--- config.mk ---
export PLATFORM = sky130hd
export DESIGN_NAME = vending_input_conditioner
export DESIGN_NICKNAME = d
export VERILOG_FILES = /design/src/rtl/vending_input_conditioner.sv
export SDC_FILE = /design/constraint.sdc
export NUM_CORES = 1
export LEC_CHECK = 0
export ABC_AREA = 1
export BUFFER_PORTS_ARGS = -buffer_cell sky130_fd_sc_hd__buf_2
export CAP_MARGIN = 20
export CORE_ASPECT_RATIO = 0.5
export CORE_MARGIN = 1
export CORE_UTILIZATION = 51
export CTS_CLUSTER_SIZE = 25
export DETAILED_ROUTE_END_ITERATION = 6
export GPL_TIMING_DRIVEN = 0
export PLACE_DENSITY = 0.7
export SLEW_MARGIN = 10
export SYNTH_ARGS = -nofsm -noshare
export SYNTH_HDL_FRONTEND = slang
export SYNTH_SLANG_ARGS = --single-unit
--- constraint.sdc ---
create_clock -name clk -period 1.6 [get_ports clk]
set_input_delay 0.08 -clock clk [delete_from_list [all_inputs] [get_ports clk]]
set_output_delay 0.08 -clock clk [all_outputs]
set_load 0.02 [all_outputs]
--- src/rtl/vending_input_conditioner.sv ---
// Input conditioning for the vending front panel: per-channel synchronizer,
// debounce counter and registered level/press-strobe outputs.
module vending_input_conditioner #(
  parameter int DEBOUNCE_CYCLES = 1_000_000,
  parameter int N_BTN           = 4
) (
  input  logic             clk,
  input  logic             rst,
  input  logic [N_BTN-1:0] btn,
  input  logic             collected,
  output logic [N_BTN-1:0] btn_level,
  output logic [N_BTN-1:0] btn_pulse,
  output logic             collected_level,
  output logic             collected_pulse
);

  localparam int NCH = N_BTN + 1;
  localparam int CW  = $clog2(DEBOUNCE_CYCLES + 1);
  localparam logic [CW-1:0] LAST = CW'(DEBOUNCE_CYCLES - 1);

  // Channel N_BTN is the pickup switch; buttons are
  // inverted so every channel is active-high inside.
  logic [NCH-1:0] raw;
  logic [NCH-1:0] sync1;
  logic [NCH-1:0] sync2;
  logic [NCH-1:0] stable;
  logic [NCH-1:0] level_q;
  logic [NCH-1:0] pulse_q;
  logic [CW-1:0]  cnt [NCH];

  assign raw = {collected, ~btn};

  // Two-flop synchronizer against metastability.
  always_ff @(posedge clk) begin
    if (!rst) begin
      sync1 <= '0;
      sync2 <= '0;
    end else begin
      sync1 <= raw;
      sync2 <= sync1;
    end
  end

  // Accept a new value only after it holds for
  // DEBOUNCE_CYCLES consecutive synced samples.
  always_ff @(posedge clk) begin
    if (!rst) begin
      stable <= '0;
      for (int i = 0; i < NCH; i++) begin
        cnt[i] <= '0;
      end
    end else begin
      for (int i = 0; i < NCH; i++) begin
        if (sync2[i] == stable[i]) begin
          cnt[i] <= '0;
        end else if (cnt[i] == LAST) begin
          stable[i] <= sync2[i];
          cnt[i]    <= '0;
        end else begin
          cnt[i] <= cnt[i] + 1'b1;
        end
      end
    end
  end

  // Registered outputs; the strobe fires once per
  // accepted 0->1 change together with the level.
  always_ff @(posedge clk) begin
    if (!rst) begin
      level_q <= '0;
      pulse_q <= '0;
    end else begin
      level_q <= stable;
      pulse_q <= stable & ~level_q;
    end
  end

  assign btn_level       = level_q[N_BTN-1:0];
  assign btn_pulse       = pulse_q[N_BTN-1:0];
  assign collected_level = level_q[N_BTN];
  assign collected_pulse = pulse_q[N_BTN];

endmodule
* Yosys cells after proc, flatten, opt, wreduce, memory -nomap -nowiden
Memories as Yosys holds them, arrays and structs flattened.
Cells that the tools add are included.
Widths: inputs -> output; s select.
** Storage, ports and cells
- Bits in registers :: 25
- RAM bits :: 100
- Input port bits :: 7
- Output and inout port bits :: 10
- Word-level logic and storage cells :: 124
- Memories :: 1
** Cells by class
- Add/sub/neg operators :: 5
- Eq/ne operators :: 10
- Mux-type cells :: 71
- Bitwise operators :: 23
- Reductions and logical operators :: 5
** Memories
- cnt :: depth 5, bits a word 20, rd ports 5, clocked after Yosys merged registers in 0, write ports 5, line 29 : logic [CW-1:0] cnt [NCH];
** Operators by type and width (number)
- $mux 20 :: 15
- $add 20x1->20 const B :: 5
- $eq 20x20->1 const B :: 5
- $mux 1 :: 56
- $or 1x1->1 :: 15
- $reduce_and 2->1 :: 5
- $and 5x5->5 :: 1
- $eq 1x1->1 :: 5
- $not 1->1 :: 5
- $not 5->5 :: 1
- $not 4->4 :: 1

* Depth between registers and ports, before layout
- Depth after elaboration :: 7
- Mapped depth :: 9
- Depth with buffers taken out :: 9

* Worst setup path after synthesis
OpenSTA, ideal clock, no wires.
- Kind :: flip-flop to flip-flop
- Start :: memory cnt[1][0] (netlist name)
- End :: memory cnt[1][0] (netlist name), data pin
- Setup time :: 0.260 ns
- Arrival time :: 1.351 ns
- Required time :: 1.340 ns
- Setup slack :: -0.011 ns
- Cell stages (with the launch flop) :: 8
- Buffers on the path :: 1
- Clock period less this slack :: 1.611 ns
- Cell sequence :: edfxtp_1 > ha_1 > nand3_4 > nor2_4 > nand3_2 > nand2_4 > buf_6 > nor2_1
** RTL lines (line)
- start: declaration :: 29

==> results.sh <==
export IMPL_placementRows=29
export IMPL_ir_drop_mv=0.621
export IMPL_track_usage=0.214
export IMPL_clock_latency_ns=0.42
export IMPL_crit_path_top_delay_cell="edfxtp_1"
export IMPL_finalCritPeriodShare=1.02
export IMPL_wl_per_cell_um=12.3
export IMPL_synth_cell_area_um2=6960
export IMPL_ys_types=29
export IMPL_vias=5998
export IMPL_path_clk_slew_ns=0.05
export IMPL_status="complete, but fails checks"
export IMPL_antenna_found_initial=0
export IMPL_synth_edf_count=100
export IMPL_grt_overflow=0
export IMPL_fin_util=0.710
export IMPL_clockBufferDepth=2
export IMPL_endpoint_kind="flip-flop"
export IMPL_fp_dieW_um=167
export IMPL_hp_class="in -> reg"
export IMPL_synthCells=861
export IMPL_ys_seq_elements=125
export IMPL_synthArstFlopShare=0
export IMPL_hold_viol_final=0
export IMPL_p_leak_nw=3.66
export IMPL_grt_pass1_wl_um=23900
export IMPL_final_cell_mix="209 x nand2_1, 183 x nor2_1, 100 x edfxtp_1, 100 x conb_1, 79 x inv_1"
export IMPL_initial_core_util=0.536
export IMPL_layout_commonest_cell="nand2_1"
export IMPL_final_setup_tns_ns=-0.503
export IMPL_place_gp_congestion=0.954
export IMPL_post_route_min_period_ns=1.63
export IMPL_skew_ns=0.0151
export IMPL_numClockSinks=125
export IMPL_critical_path_arrival_ns=1.78
export IMPL_drtAntennaViolNets=0
export IMPL_power_density_nw_per_um2=862
export IMPL_drt_iter0_drc=414
export IMPL_cp_start_kind="flip-flop"
export IMPL_ios=17
export IMPL_num_antenna_cells=0
export IMPL_grt_pass1_vias=5313
export IMPL_final_layout_size_suffix_gt1_frac=0.205
export IMPL_die_area_um2=14200
export IMPL_layout_setup_ws_ns=-0.0263
export IMPL_dr_pass1_iters=5
export IMPL_area_delta_synth_final_pct=32.5
export IMPL_avgSynthCellArea_um2=8.09
export IMPL_fill_cells=997
export IMPL_maxCapViolations=0
export IMPL_crit_fanout=5
export IMPL_htree_num_levels=4
export IMPL_path_class="reg -> reg"
export IMPL_design_core_area_um2=13000
export IMPL_setup_viol=31
export IMPL_post_drt_via_cell_ratio=4.82
export IMPL_wl_um=15400
export IMPL_yosysWarnings=0
export IMPL_ys_flop_type="edfxtp_1"
export IMPL_portBuffers=15
export IMPL_required_ns=1.76
export IMPL_crit_chain="ha_4 -> nand3_4 -> nor2_4 -> nand2_2 -> nor2_4 -> nand2_1 -> nand2_2 -> buf_6 -> a21oi_2"
export IMPL_maxClockFrequency_mhz=615
export IMPL_seq_area_frac_synth=0.503
export IMPL_route_detailed_drc=0
export IMPL_rsz0062_at_grt="yes"
export IMPL_final_nets=1073
export IMPL_cts_tree="done"
export IMPL_cts_made_buffers=17
export IMPL_critical_path_max_stage_delay_ns=0.40
export IMPL_grt_max_degree=17
export IMPL_cts_root_buf="clkbuf_16"
export IMPL_drv_slew=0
export IMPL_die_y_um=84.6
export IMPL_hpwl_um=9800
export IMPL_violations="setup timing"
## sequential cells by signal (all words and copies together), names as in the netlist
signal and cells:
stable 5, sync1 5, cnt 100, pulse_q 5
sync2 5, level_q 5
## timing repair
item,CTS,global route
endpoints found under the hold margin,12,0
cloned,2,5
hold buffers,6,0
setup endpoints to repair,100,96
pin swaps,11,36
resized for setup,30,103
buffers inserted,22,32
## report_power, final
group          total (mW)  internal (mW)  switching (mW)
logic               0.461          0.190           0.271
clock network        3.73           2.31            1.42
registers            3.77           3.63           0.133
## synthesized netlist by cell type (2+ instances only)
library cell,instances,area (um2)
a21oi_1,32,160
nand2_4,3,33.8
nand4_1,10,62.6
nand3_2,6,60.1
xnor2_1,25,219
nand3_1,50,250
or2_2,4,25.0
edfxtp_1,100,3000
nor3_1,2,10.0
dfxtp_1,25,500
ha_1,5,62.6
nor2_4,4,45.0
inv_1,80,300
nand2_2,2,12.5
nand3_4,2,35.0
nor2_1,228,856
nand3b_1,3,22.5
xor2_1,31,272
nor2_2,5,31.3
buf_6,5,56.3
nand2_1,218,818
o21ai_0,9,45.0
buf_4,4,30.0
o21bai_1,3,22.5
## worst max-delay path, delay by kind of cell, from the launching register on
| kind | cells | cell delay (ns) |
|---|---|---|
| simple gates | 6 | 0.61 |
| flops | 1 | 0.40 |
| fa+ha+maj | 1 | 0.17 |
| buf+inv | 1 | 0.15 |
| compound gates | 1 | 0.04 |
## through the flow
stage,hold WS (ns),setup slack (ns),total power [mW],cells,area (um2)
final,0.389,-0.0263,7.96,1244,9230
after global placement,0.270,-0.214,4.13,1145,7630
after global routing,0.399,-0.125,8.20,1244,9230
after floorplan,0.152,0.000587,4.05,960,7340
after CTS,0.374,-0.0457,7.90,1207,8560
after detailed placement,0.266,-0.252,4.14,1145,7630
## layer usage
layer / share of wire / global-route usage / vias to the layer above
met5: 0 / 0 / -
met4: 0.013 / 0.0759 / 0
met3: 0.035 / 0.0438 / 22
met2: 0.47 / 0.346 / 122
met1: 0.49 / 0.289 / 2784
li1: - / - / 3070
## logic make-up after synthesis
kind of cell    Yosys count  share of synthesized area
other cells               1                   0.000539
buf+inv                  90                     0.0561
simple gates            539                      0.327
fa+ha+maj                 5                    0.00899
flops                   125                      0.503
xor+xnor                 56                     0.0705
compound gates           45                     0.0340
## worst paths after layout
path / startpoint / to / slack [ns] / cells past startpoint
setup reg to reg: cnt[4][1] / cnt[4][6] / -0.03 / 9
hold reg to reg: level_q[1] / pulse_q[1] / 0.40 / 1
hold / removal: btn[0] / sync1[0] / 0.39 / 3
setup / recovery: cnt[4][1] / cnt[4][6] / -0.03 / 9
## final cells by class
cell class / count / area [um2] / area share
multi-input cells: 745 / 3860 / 0.419
flip-flops and latches: 125 / 3500 / 0.380
repair buffers: 82 / 666 / 0.0722
clock buffers: 19 / 443 / 0.0480
inverters: 80 / 300 / 0.0326
well taps: 170 / 213 / 0.0231
clock inverters: 13 / 124 / 0.0134
plain buffers: 10 / 113 / 0.0122
Note: power is estimated with default switching activity, not from simulation.
